===== config.mk =====
export PLATFORM = sky130hd
export DESIGN_NAME = dma_read_engine
export DESIGN_NICKNAME = d
export VERILOG_FILES = /design/src/rtl/dma_pkg.sv /design/src/rtl/dma_outstanding_ctr.sv /design/src/rtl/dma_read_engine.sv
export SDC_FILE = /design/constraint.sdc
export NUM_CORES = 1
export LEC_CHECK = 0
export CAP_MARGIN = 20
export CORE_AREA = 2 2 435 437
export DETAILED_ROUTE_END_ITERATION = 7
export DIE_AREA = 0 0 437 439
export PLACE_DENSITY = 0.4
export SLEW_MARGIN = 20
export SYNTH_ARGS = -nofsm -noshare
export SYNTH_HDL_FRONTEND = slang
export SYNTH_HIERARCHICAL = 1
export SYNTH_SLANG_ARGS = --single-unit

===== constraint.sdc =====
create_clock -name clk -period 3.05 [get_ports clk]
set_input_delay 0.61 -clock clk [delete_from_list [all_inputs] [get_ports clk]]
set_output_delay 0.61 -clock clk [all_outputs]
set_load 0.01 [all_outputs]

===== src/rtl/dma_pkg.sv =====
// Shared widths and FSM state encoding for the DMA read engine.
package dma_pkg;
  localparam int ADDR_W = 27;
  localparam int DATA_W = 512;

  typedef enum logic [1:0] {
    IDLE,
    ISSUE,
    DRAIN
  } state_t;
endpackage


===== src/rtl/dma_outstanding_ctr.sv =====
// Up/down counter of memory reads in flight. It holds at its bounds and
// flags when the value after this edge will be at the limit.
module dma_outstanding_ctr #(
  parameter int MAX_OUTSTANDING = 8,
  parameter int CNT_W           = 7
) (
  input  logic clk,
  input  logic rst,
  input  logic inc,
  input  logic dec,
  output logic full_nxt
);
  localparam logic [CNT_W-1:0] MAX_C = CNT_W'(MAX_OUTSTANDING);

  logic [CNT_W-1:0] count;
  logic [CNT_W-1:0] count_nxt;

  // Next value: a simultaneous inc and dec cancel; the counter holds at 0 and MAX.
  always_comb begin
    count_nxt = count;
    if (inc && !dec && count != MAX_C)
      count_nxt = count + CNT_W'(1);
    else if (dec && !inc && count != '0)
      count_nxt = count - CNT_W'(1);
  end

  // The look-ahead flag lets the registered read request honour the limit next cycle.
  assign full_nxt = (count_nxt >= MAX_C);

  // Counter register.
  always_ff @(posedge clk) begin
    if (rst) count <= '0;
    else     count <= count_nxt;
  end
endmodule


===== src/rtl/dma_read_engine.sv =====
// Responder for layer DMA weight fetches. It accepts one request, issues
// word reads to memory with a bounded number in flight, and streams the
// returned words back to the requester. The last word carries eop.
module dma_read_engine #(
  parameter int ADDR_W          = dma_pkg::ADDR_W,
  parameter int DATA_W          = dma_pkg::DATA_W,
  parameter int MAX_OUTSTANDING = 8,
  parameter int CNT_W           = 7
) (
  input  logic              clk,
  input  logic              rst,
  input  logic              dma_engineer_req,
  input  logic [ADDR_W-1:0] dma_engineer_start_addr,
  input  logic [ADDR_W-1:0] dma_engineer_length,
  output logic              dma_engineer_ack,
  output logic [DATA_W-1:0] dma_engineer_dout,
  output logic              dma_engineer_dout_en,
  output logic              dma_engineer_dout_eop,
  output logic              busy,
  output logic              mem_rd_req,
  output logic [ADDR_W-1:0] mem_rd_addr,
  input  logic              mem_rd_gnt,
  input  logic              mem_rd_dout_en,
  input  logic [DATA_W-1:0] mem_rd_dout
);
  import dma_pkg::*;

  state_t            state;
  logic [ADDR_W-1:0] rem_issue;
  logic [ADDR_W-1:0] rem_ret;
  logic [ADDR_W-1:0] rem_issue_nxt;
  logic              hs;
  logic              ret;
  logic              full_nxt;

  // A return is accepted only while a transfer is live; strays in IDLE are dropped.
  assign hs            = mem_rd_req && mem_rd_gnt;
  assign ret           = mem_rd_dout_en && (state != IDLE) && (rem_ret != '0);
  assign rem_issue_nxt = hs ? rem_issue - ADDR_W'(1) : rem_issue;

  dma_outstanding_ctr #(
    .MAX_OUTSTANDING(MAX_OUTSTANDING),
    .CNT_W          (CNT_W)
  ) u_outstanding (
    .clk     (clk),
    .rst     (rst),
    .inc     (hs),
    .dec     (ret),
    .full_nxt(full_nxt)
  );

  // Control FSM plus return path. All outputs are registered here.
  // mem_rd_addr is the running read address, so it holds while a grant is pending.
  always_ff @(posedge clk) begin
    if (rst) begin
      state                 <= IDLE;
      rem_issue             <= '0;
      rem_ret               <= '0;
      dma_engineer_ack      <= 1'b0;
      dma_engineer_dout     <= '0;
      dma_engineer_dout_en  <= 1'b0;
      dma_engineer_dout_eop <= 1'b0;
      busy                  <= 1'b0;
      mem_rd_req            <= 1'b0;
      mem_rd_addr           <= '0;
    end else begin
      dma_engineer_ack      <= 1'b0;
      dma_engineer_dout_en  <= 1'b0;
      dma_engineer_dout_eop <= 1'b0;

      if (ret) begin
        dma_engineer_dout_en  <= 1'b1;
        dma_engineer_dout     <= mem_rd_dout;
        dma_engineer_dout_eop <= (rem_ret == ADDR_W'(1));
        rem_ret               <= rem_ret - ADDR_W'(1);
      end

      case (state)
        IDLE: begin
          // The !ack term stops a req still high during the ack cycle from being accepted twice.
          if (dma_engineer_req && !dma_engineer_ack) begin
            dma_engineer_ack <= 1'b1;
            mem_rd_addr      <= dma_engineer_start_addr;
            rem_issue        <= dma_engineer_length;
            rem_ret          <= dma_engineer_length;
            if (dma_engineer_length != '0) begin
              state      <= ISSUE;
              busy       <= 1'b1;
              mem_rd_req <= 1'b1;
            end
          end
        end
        ISSUE: begin
          if (hs) begin
            mem_rd_addr <= mem_rd_addr + ADDR_W'(1);
            rem_issue   <= rem_issue_nxt;
          end
          mem_rd_req <= (rem_issue_nxt != '0) && !full_nxt;
          if (hs && rem_issue == ADDR_W'(1))
            state <= DRAIN;
        end
        DRAIN: begin
          if (dma_engineer_dout_eop) begin
            state <= IDLE;
            busy  <= 1'b0;
          end
        end
        default: state <= IDLE;
      endcase
    end
  end
endmodule


==> summary by stage, run 1 <==
Worst setup path
The kind of launch point of the worst setup path is a register. The largest fanout of any net on the critical path is 110. The start-to-end type of the worst setup path is reg2reg. At the worst endpoint, the arrival time is 3.56 ns. Tracing the worst setup path back leads to its startpoint at rem_ret[3]$_SDFF_PP0_. The startpoint of the worst register-to-register path is rem_ret[3]$_SDFF_PP0_. The worst endpoint required time is 3.67 ns. The element type at the critical path end is a register.

Logic synthesis
Among all flip-flop cells after synthesis, the most frequent one is dfxtp_1. The count of synthesis-stage warnings from yosys is 6. Synthesis produced 3032 cells. After synthesis, the share of cell area in mux cells is 0.137%. The area share of fa/ha/maj cells after synthesis is 0.369%.

The register area share after synthesis is 51.2%. After synthesis the netlist holds a flip-flop and latch count of 607. Summing the areas of all xor and xnor instances in the mapped netlist gives 0.922% of the synthesized area.

The post-synthesis instance area is roughly 0.024 mm2. The average footprint of a synthesized cell is 7.83 um2. The share of the synthesized area in compound gates (AO/OA/AOI/OAI) is 17.3%. The synthesized netlist devotes 24.3% of its cell area to simple gates. The share of synthesized area in the top cell type comes to 51.2%. In this run, distinct cell masters in the synthesized netlist total 74. Yosys attributes the largest share of cell area to dfxtp_1, nand2_1, a21oi_1. The post-synthesis net count is about 3600. The dominant combinational cell family by area after synthesis is simple AND/OR/NAND/NOR gates.

dfxtp_1 takes more of the synthesized area than any other cell. The number of synthesized flops with an enable pin is 0. For this run, asynchronously set or reset flops after synthesis account for 0%.

STA
The actual transition at the worst max-transition pin is about 0.95 ns. For this run, the top clock speed supported by timing is ~0.34 GHz. The total setup violations reported at the end of the flow is 0. Of the available clock period, the critical path in the final layout requires 96.5%. The number of failing hold endpoints at the final stage is 0. Clock skew on the completed layout was measured at 0.0289 ns. In this run the tightest slew margin relative to its limit is ~37%. After layout, the minimum clock period comes to 2.94 ns. The number of pins with negative max-slew slack in the final report is 0. Setup repair after global routing could not meet its margin everywhere.

Global route
The wire length of the first global-routing pass is 174 mm. The pin count of the biggest net entering global routing is 139. The initial antenna violation count came to 35. After global routing the overflow that remains totals 0.

The number of global-route vias before repair is 24300. The total routing resource utilization after global routing is 12.2%.

Floorplanning
Once the floorplan was initialized, standard cells occupied between 10% and 20% of the core. The floorplan step set the die width to 437 um. In this run the vertical extent of the chip is approximately 440 um. The region available for standard cell placement spans 0.187 mm2. The number of primary I/O pins is 1115. The die area is 0.192 mm2. The initialized floorplan defines 159 standard-cell rows.

Layout
The number of fill cells in the layout is 20800. The net total in the final layout is 4693. The library cell used most frequently in the layout, excluding fill and tap cells, is clkdlybuf4s50_1. The proportion of layout cells with a drive suffix above 1 is 6.47%. The post-layout utilization of the core is 21.8%. The area growth from synthesis to layout is 71.3%.

The top cell types in the final layout, fill and taps aside, are clkdlybuf4s50_1, nand2_1, dfxtp_1. After routing the design area is 0.0407 mm2.

Hold path
In this run the most critical hold path is launched from rst. The worst min-delay path category is in2reg.

Power and ir drop
IR analysis of the VDD net gives a maximum drop of 0.366 mV. The total power divided by cell area is 539 mW/mm2. The leakage dissipation is ~0.014 uW.

Route
Wires add up to between 100 and 150 mm. After detailed routing, the average wire length per cell comes to between 15 and 20 um. The remaining number of nets flagged by the antenna check after routing is 0.

The total number of vias is 25000. After the first detailed-routing iteration, the DRC count stood at about 1300. The count of TritonRoute iterations in the first routing pass is 5. After detailed routing, the number of remaining DRC violations is 0.

In the routed layout, each cell is associated on average with a via count of 3.74.

Clocking
TritonCTS built the clock tree. The number of clock sinks seen by CTS is slightly above 600. Clock tree synthesis inserted a total of 81 buffers. The number of buffers added to fix hold violations after cts is 0. CTS built an H-tree with a depth of 3. The clock latency of the later-clocked register in the worst-skew pair is roughly 0.70 ns. The largest buffer count on any clock path is 3. Clock-pin slew was measured on the worst setup and hold paths at about 0.060 ns.

In this run the clock root is driven by a clkbuf_16.

Placed design
The count of port buffers added during placement is ~1100. Routability-driven placement finished with a final weighted congestion of slightly above 0.8. After detailed placement, the total cell area comes to 0.0378 mm2. The wire-length estimate of the detail-placed layout is slightly above 90 mm.

Flow run
The number of maximum-capacitance violations is 0.

Run status
The flow ran to the end, and the final reports show no timing, DRC or antenna violations.
==> kinds of logic after synthesis <==
| group | count (synthesis) |
|---|---|
| xor gates and xnor gates | 25 |
| and+or+nand+nor | 1391 |
| muxes | 3 |
| buffers and inverters | 248 |
| DFF | 607 |
| adders and majority gates | 7 |
| AOI/OAI and AO/OA | 751 |
==> worst max-delay path: stages, from the launching register on <==
cell,delay (ns)
dfxtp_2,0.32
or4_4,0.56
nor3_4,0.22
nand4_1,0.22
nand2b_4,0.19
buf_4,0.17
buf_16,0.23
clkbuf_16,0.36
nand2_1,0.07
a21oi_1,0.13
==> registers in the layout (all words and copies together) (netlist names) <==
name	cells
busy	1
dma_engineer_ack	1
u_outstanding/count	7
dma_engineer_dout_en	1
dma_engineer_dout	512
rem_issue	27
dma_engineer_dout_eop	1
state	2
mem_rd_req	1
rem_ret	27
mem_rd_addr	27
==> final cells by class <==
type	instances	area, um2	area share (%)
inverters	17	71.3	0.175
flip-flops and latches	607	12200	29.9
multi-input cells	2177	10300	25.3
repair buffers	1231	12400	30.4
diodes	14	35.0	0.0861
well taps	2495	3120	7.67
clock inverters	19	250	0.615
clock buffers	124	2410	5.93
==> cells in the mapped netlist (all sizes together), types with 5 or more instances <==
cell type / n
a211oi: 38
a21oi: 573
a22oi: 14
a31oi: 11
and2: 9
and3: 7
and4: 6
buf: 110
clkbuf: 121
dfxtp: 607
ha: 7
inv: 17
nand2: 1092
nand2b: 5
nand3: 28
nand4: 13
nor2: 105
nor2b: 6
nor3: 36
nor4: 32
o21ai: 52
o22ai: 7
o31ai: 11
or2: 8
or3: 16
or4: 7
xnor2: 19
xor2: 6
==> metrics by stage <==
step                setup slack, ns  TNS, ns  instances  total power, uW  hold WS [ns]
finish                        0.107        0       6684            21900         0.387
global route                -0.0946   -0.225       6677            23000         0.352
CTS                          0.0358        0       6664            22300         0.333
detailed placement           -0.190   -0.217       6521            12400         0.446
global placement             -0.251   -0.251       6521            12300         0.441
floorplan                    0.0274        0       3032            10200         0.449
==> power by group <==
| group | switching (uW) | internal, uW |
|---|---|---|
| Sequential | 290 | 8330 |
| Combinational | 1750 | 1810 |
| Clock | 3960 | 5780 |
| Total | 6000 | 15900 |
==> final timing paths <==
kind / endpoint / slack [ns] / cells past startpoint
setup / recovery: dma_engineer_dout[50]$_SDFFE_PP0P_ / 0.11 / 9
hold / removal: rem_ret[26]$_SDFF_PP0_ / 0.39 / 2
setup reg to reg: dma_engineer_dout[50]$_SDFFE_PP0P_ / 0.11 / 9
hold reg to reg: dma_engineer_dout[206]$_SDFFE_PP0P_ / 0.45 / 2
==> repair_timing <==
action | CTS | global route
gates cloned | 0 | 3
pin swaps | 0 | 6
setup endpoints to repair | 1 | 214
buffers inserted | 0 | 3
hold endpoints to repair | 0 | 0
gates resized for setup | 1 | 12
==> routing by layer <==
| metal | GRT usage (%) | routed length, um |
|---|---|---|
| met2 | 20.6 | 60700 |
| met5 | 0 | 179 |
| met3 | 4.18 | 9460 |
| met1 | 14.4 | 50700 |
| met4 | 3.44 | 2680 |
Power figures use the tool's default switching activity.
==> run 2: changes to the inputs <==
- RECOVER_POWER: not set -> 25
==> run 2 against run 1 <==
Against the previous run: count of clock-buffer cells in the layout did not move; global-route usage is the same; largest cell class unchanged; non-clock buffer count unchanged; sequential power is essentially flat; hold slack improved by 0.0032 ns.
==> summary by stage, run 2 (synthesized netlist as in run 1, its figures left out) <==
Floorplanning
The die height is 439 um (unchanged). The overall die width was 437 um (unchanged). The die area is 0.192 mm2 (unchanged). The area of the core region is 0.187 mm2 (unchanged). The total number of placement rows came to 159 (unchanged). The number of primary I/O pins came to 1115 (unchanged). The starting density of the core is 12.7% (unchanged).

Worst setup path
The element type at the critical path end is a register (unchanged). The start-to-end type of the worst setup path is reg2reg (unchanged). The kind of launch point of the worst setup path is a register (unchanged). The data arrival time of the worst path was 3.56 ns (about the same).

The worst endpoint required time came to 3.67 ns (about the same). The largest fanout of any net on the critical path is 110 (unchanged).

Route
The total wire length came to 124 mm (about the same). The routed length per instance is 18.5 um (about the same). The remaining number of nets flagged by the antenna check after routing was 0 (unchanged). The count of TritonRoute iterations in the first routing pass came to 5 (unchanged). The DRC violations left is 0 (unchanged). The total number of vias came to 25000 (about the same). The violation count after the first detailed-route iteration is 1295 (was 1272).

The via-per-instance ratio is 3.74 (about the same).

Layout
The area growth from synthesis to final layout is 71.1% (was 71.3%). The post-layout utilization of the core is 21.7% (was 21.8%). The register with the most flip-flops was dma_engineer_dout (unchanged). The count of placed standard cells in the final layout, fillers left out is 6686 (was 6684). The most frequent standard cell in the layout excluding fill and tap cells is nand2_1 (was clkdlybuf4s50_1). Commonest cells after routing, fill and taps aside: nand2_1, clkdlybuf4s50_1, dfxtp_1 (was clkdlybuf4s50_1, nand2_1, dfxtp_1). The number of fill cells in the layout is 20800 (about the same). The net total in the final layout came to 4693 (unchanged). The flip-flop count of the largest register after layout is 512 (unchanged). The proportion of layout cells with a drive suffix above 1 came to 6.32% (was 6.47%).

Power and ir drop
The total power divided by cell area came to 539 mW/mm2 (about the same). The leakage dissipation is 0.0138 uW (was 0.0136 uW). The internal power consumption is 15900 uW (about the same). The switching component of the power is 5990 uW (was 6000 uW). The overall power after layout came to 21900 uW (about the same). The sequential power share was 39.4% (was 39.3%). The clock network fraction of total power is 44.5% (was 44.4%). The share of total power consumed by net switching is 27.4% (about the same).

The highest ir drop seen on vdd is 0.365 mV (was 0.366 mV). The combinational share of power is 16.1% (was 16.2%).

STA
Setup repair after global routing missed its margin: yes (unchanged). The aggregate negative setup slack is 0 ns (unchanged). The worst clock skew is 0.0281 ns (was 0.0289 ns). The post-route worst setup slack came to 0.111 ns (was 0.107 ns). The shortest period the worst path allows is 2.94 ns (about the same).

The post-route clock period utilization is 96.4% (was 96.5%). The worst max-slew margin expressed relative to the limit was 20.1% (was 36.9%). The number of failing hold endpoints at the final stage is 0 (unchanged). The total setup violations reported at the end of the flow came to 0 (unchanged). The number of pins with negative max-slew slack in the final report is 0 (unchanged). The maximum achievable frequency is 0.340 GHz (about the same).

The actual transition at the worst max-transition pin is 1.20 ns (was 0.947 ns).

Clocking
The clock tree from TritonCTS is done (unchanged). The clock latency of the later-clocked register in the worst-skew pair is 0.70 ns (about the same). The largest buffer count on any clock path came to 3 (unchanged). The number of clock sinks seen by CTS is 607 (unchanged). The number of buffers added by the clock tree synthesis step was 81 (unchanged). The root cell of the clock tree is clkbuf_16 (unchanged). The CTS H-tree depth is 3 (unchanged). The number of buffers added to fix hold violations after cts is 0 (unchanged).

The clock-pin slew on the worst setup and hold paths is 0.06 ns (about the same).

Placed design
The count of port buffers added during placement is 1114 (unchanged). The placement-stage worst setup slack came to -0.190 ns (unchanged). The number of placed instances with taps included came to 6521 (unchanged).

The detailed placer's ending HPWL is 91.6 mm (unchanged). The global placer's final weighted congestion is 0.829 (unchanged).

Hold path
The worst min-delay path category is in2reg (unchanged).

Flow run
The number of maximum-capacitance violations is 0 (unchanged).

Global route
The pin count of the biggest net entering global routing came to 139 (unchanged). The wire length of the first global-routing pass is 174 mm (unchanged). The total routing resource utilization after global routing is 12.2% (unchanged). The number of global-route vias before repair is 24300 (unchanged). The initial antenna violation count was 35 (unchanged). The global route total overflow is 0 (unchanged).

Run status
Run status: finished, final reports clean (unchanged).
run 2: cell count changes in the layout (fill, tap and decap cells not counted), moves of 2 or more:
cell             change
clkbuf_1             +4
dlygate4sd3_1       +54
buf_4                -4
buf_12               -2
clkdlybuf4s50_1     -54
diode_2              +2
run 2: final timing paths:
path,from,end,slack [ns],cells after the start
max,rem_ret[3]$_SDFF_PP0_,dma_engineer_dout[464]$_SDFFE_PP0P_,0.11,9
min,rst,rem_ret[26]$_SDFF_PP0_,0.39,2
max reg2reg,rem_ret[3]$_SDFF_PP0_,dma_engineer_dout[464]$_SDFFE_PP0P_,0.11,9
min reg2reg,dma_engineer_dout[206]$_SDFFE_PP0P_,dma_engineer_dout[206]$_SDFFE_PP0P_,0.45,2
run 2: area by class of cell:
class	count	area (um2)	area share, %
Clock inverter	19	250	0.616
Tap cell	2495	3120	7.68
Inverter	17	71.3	0.175
Antenna cell	16	40.0	0.0985
Timing Repair Buffer	1231	12300	30.3
Multi-Input combinational cell	2177	10300	25.3
Clock buffer	124	2410	5.93
Sequential cell	607	12200	29.9
run 2: per-stage QoR:
stage	hold slack, ns	instance area [um2]
floorplan	0.449	23800
global placement	0.441	37800
detailed placement	0.446	37800
CTS	0.333	40500
global route	0.352	40600
finish	0.390	40600
run 2: worst max-delay path: stages, from the launching register on:
cell and delay (ns):
dfxtp_2 0.32, or4_4 0.56, nor3_4 0.22, nand4_1 0.22
nand2b_4 0.19, buf_4 0.17, buf_16 0.23, clkbuf_16 0.36
nand2_1 0.07, a21oi_1 0.13
run 2: metal layers:
| metal | part of all wire [%] | GRT usage [%] |
|---|---|---|
| met5 | 0.13 | 0 |
| met4 | 2.1 | 3.44 |
| met3 | 7.9 | 4.18 |
| met2 | 49 | 20.6 |
| met1 | 41 | 14.4 |
run 2: timing repair:
action                                  in CTS  in global routing
resized for setup                            1                 12
pin swaps                                    0                  6
endpoints found under the setup margin       1                214
setup buffers                                0                  3
gates cloned                                 0                  3
run 2: power groups by stage:
stage          clock network [uW]  registers [uW]  logic [uW]
2_1_floorplan                   0            8890        1330
3_3_place_gp                    0            8780        3560
3_5_place_dp                    0            8790        3560
4_1_cts                     10100            8620        3580
5_1_grt                     10400            8670        3830
6_report                     9730            8620        3530
==> run 3: changes to the inputs <==
- CORE_AREA: 2 2 435 437 -> 2 2 430 432
- DIE_AREA: 0 0 437 439 -> 0 0 432 434
- SYNTH_HIERARCHICAL: 1 -> not set
==> run 3 against run 2 <==
Against the previous run: via count grew 1.0%; hold slack lost 0.10 ns; power grew 11%; routed wire length grew 12%; critical path depth grew 2; synthesized cell count shrank 0.96%; critical endpoint is now dma_engineer_dout[179]$_SDFFE_PP0N_; highest routed layer unchanged; non-clock buffer count grew 11; cell count shrank 1.6%; core utilization grew 0.60 points; largest power group unchanged; global-route usage grew 1.8 points.
==> summary by stage, run 3 <==
Floorplanning
The die area came to 0.187 mm2 (was 0.192 mm2). The overall die width was 432 um (was 437 um). The die height was 434 um (was 439 um). The total number of placement rows came to 157 (was 159).

The starting density of the core is 12.7% (about the same). The number of primary I/O pins is 1115 (unchanged). The area of the core region is 0.182 mm2 (was 0.187 mm2).

Clocking
The CTS H-tree depth is 3 (unchanged). The clock tree from TritonCTS is done (unchanged). The clock latency of the later-clocked register in the worst-skew pair is 0.71 ns (was 0.70 ns).

The clock-pin slew on the worst setup and hold paths is 0.06 ns (about the same). The number of buffers added by the clock tree synthesis step came to 82 (was 81). The number of clock sinks seen by CTS is 607 (unchanged). The largest buffer count on any clock path was 3 (unchanged). The setup fix buffers added after clock tree synthesis is 0 (unchanged).

The root cell of the clock tree is clkbuf_16 (unchanged).

Worst setup path
The largest fanout of any net on the critical path is 27 (was 110). The worst endpoint required time came to 3.66 ns (was 3.67 ns). The data arrival time of the worst path is 3.46 ns (was 3.56 ns).

The worst-case register-to-register setup slack is 0.20 ns (was 0.11 ns). The element type at the critical path end is a register (unchanged). The kind of launch point of the worst setup path is a register (unchanged). The start-to-end type of the worst setup path is reg2reg (unchanged).

Logic synthesis
The average footprint of a synthesized cell was 7.72 um2 (was 7.83 um2). The number of synthesized flops with an enable pin is 0 (unchanged). Synth cell count leaders: nand2_1, dfxtp_1, a21oi_1, clkbuf_1, nor2_1 (unchanged).

The count of synthesis-stage warnings from yosys is 0 (was 6). The portion of synthesized cell area occupied by the leading cell type is 52.4% (was 51.2%). The number of different library cells in the post-synthesis netlist was 69 (was 74). The share of flip-flops with an asynchronous set or reset is 0% (unchanged).

The cell taking the most area after synthesis is dfxtp_1 (unchanged). Synth top area cells: dfxtp_1, nand2_1, a21oi_1 (unchanged). The post-synthesis instance area is 0.0232 mm2 (was 0.0237 mm2). The post-synthesis net count is 3582 (was 3610). The most numerous cell in the Yosys netlist was nand2_1 (unchanged). The flip-flop cell with the highest count after synthesis is dfxtp_1 (unchanged). The register area share after synthesis is 52.4% (was 51.2%). The number of synthesized register bits was 607 (unchanged).

The post-synthesis cell count is 3003 (was 3032).

Hold path
The worst min-delay path category is in2reg (unchanged).

Global route
The total routing resource utilization after global routing was 13.9% (was 12.2%). The pin count of the biggest net entering global routing was 103 (was 139). The global route total overflow is 0 (unchanged). The number of global-route vias before repair is 24100 (was 24300). The wire length of the first global-routing pass is 186 mm (was 174 mm). The initial antenna violation count is 82 (was 35).

Power and ir drop
The total power divided by cell area is 598 mW/mm2 (was 539 mW/mm2). The leakage dissipation is 0.0146 uW (was 0.0138 uW). The highest ir drop seen on vdd is 0.360 mV (was 0.365 mV).

STA
The shortest period the worst path allows is 2.85 ns (was 2.94 ns). The actual transition at the worst max-transition pin is 1.11 ns (was 1.20 ns). The number of pins with negative max-slew slack in the final report was 0 (unchanged).

The maximum achievable frequency is 0.351 GHz (was 0.340 GHz). The post-route clock period utilization is 93.5% (was 96.4%). The worst clock skew is 0.0540 ns (was 0.0281 ns).

The worst max-slew margin expressed relative to the limit is 26.3% (was 20.1%). The post-route worst setup slack came to 0.198 ns (was 0.111 ns). The total setup violations reported at the end of the flow came to 0 (unchanged). The worst hold slack is 0.287 ns (was 0.390 ns). Setup repair after global routing missed its margin: no (was yes). The number of failing hold endpoints at the final stage came to 0 (unchanged). The aggregate negative setup slack was 0 ns (unchanged).

Placed design
The detailed placer's ending HPWL is 109 mm (was 91.6 mm). The number of placed instances with taps included is 6399 (was 6521). The global placer's final weighted congestion is 0.868 (was 0.829). The placement-stage worst setup slack was -0.0943 ns (was -0.190 ns). The count of port buffers added during placement came to 1114 (unchanged). The post-detailed-placement cell area is 0.0378 mm2 (unchanged).

Layout
The post-layout instance area is 0.0407 mm2 (was 0.0406 mm2). The most frequent standard cell in the layout excluding fill and tap cells is nand2_1 (unchanged). The area growth from synthesis to final layout came to 75.8% (was 71.1%). The register with the most flip-flops is dma_engineer_dout (unchanged). The net total in the final layout came to 4682 (was 4693). The count of placed standard cells in the final layout, fillers left out is 6580 (was 6686).

The proportion of layout cells with a drive suffix above 1 came to 6.97% (was 6.32%). Commonest cells after routing, fill and taps aside: nand2_1, clkdlybuf4s50_1, dfxtp_1 (unchanged). The flip-flop count of the largest register after layout is 512 (unchanged).

Flow run
The number of maximum-capacitance violations was 0 (unchanged).

Run status
Run status: finished, final reports clean (unchanged).

Route
The violation count after the first detailed-route iteration is 1503 (was 1295). The total wire length is 139 mm (was 124 mm). The DRC violations left is 0 (unchanged).

The count of TritonRoute iterations in the first routing pass came to 5 (unchanged). The total number of vias is 25200 (was 25000). The remaining number of nets flagged by the antenna check after routing was 0 (unchanged). The routed length per instance is 21.1 um (was 18.5 um). The via-per-instance ratio is 3.83 (was 3.74).
==> run 3: cell count changes after synthesis, moves of 9 or more <==
cell,delta
clkbuf_1,+54
buf_2,+15
buf_4,-39
nor2_1,+17
buf_6,-34
nor4_1,-9
==> run 3: cell families after synthesis <==
kind of cell	after synthesis	synth area share [%]
xor+xnor	32	1.21
flops	607	52.4
mux	5	0.221
buf+inv	237	4.12
simple gates	1370	24.1
fa+ha+maj	8	0.432
compound gates	744	17.5
==> run 3: critical path: stages (launching register included) <==
cell	delay, ns
dfxtp_1	0.32
inv_1	0.12
ha_1	0.20
or4b_2	0.64
nor4_4	0.17
buf_4	0.18
a21o_4	0.22
buf_12	0.19
buf_16	0.19
buf_16	0.21
nand2_1	0.07
a21oi_1	0.14
==> run 3: through the flow <==
stage / util [%] / power, uW
2_1_floorplan: - / 11500
3_3_place_gp: 20.7 / 14800
3_5_place_dp: 20.7 / 14800
4_1_cts: 22.2 / 25000
5_1_grt: 22.3 / 25600
6_report: 22.3 / 24400
==> run 3: area by class of cell <==
class                   count  area, um2
clock inverters            26        302
diodes                     32       80.1
multi-input cells        2159      10100
clock buffers             118       2400
repair buffers           1242      12700
fillers                 20300     142000
inverters                  11       41.3
well taps                2385       2980
flip-flops and latches    607      12200
==> run 3: repair_timing <==
action / in CTS / in global routing
gates resized for setup: 1 / 7
gates cloned: 0 / 5
endpoints found under the setup margin: 1 / 240
pin swaps: 0 / 1
hold buffers: 0 / 0
==> run 3: power breakdown <==
part | switching [uW] | total [uW] | internal (uW)
Clock | 4040 | 9850 | 5800
Sequential | 460 | 9060 | 8600
Combinational | 2880 | 5470 | 2590
Total | 7380 | 24400 | 17000
==> run 3: routing by layer <==
metal	share of wire [%]	GRT usage, %
met5	0.18	0
met1	38	15.7
met4	4.4	7.03
met3	8.3	5.31
met2	49	22.9
==> run 3: path summary, 6_finish.rpt <==
| path | cells after the start | to | from |
|---|---|---|---|
| min | 2 | rem_issue[13]$_SDFFE_PP0P_ | rst |
| max reg2reg | 11 | dma_engineer_dout[179]$_SDFFE_PP0N_ | rem_ret[0]$_SDFF_PP0_ |
| max | 11 | dma_engineer_dout[179]$_SDFFE_PP0N_ | rem_ret[0]$_SDFF_PP0_ |
| min reg2reg | 2 | dma_engineer_dout[316]$_SDFFE_PP0N_ | dma_engineer_dout[316]$_SDFFE_PP0N_ |
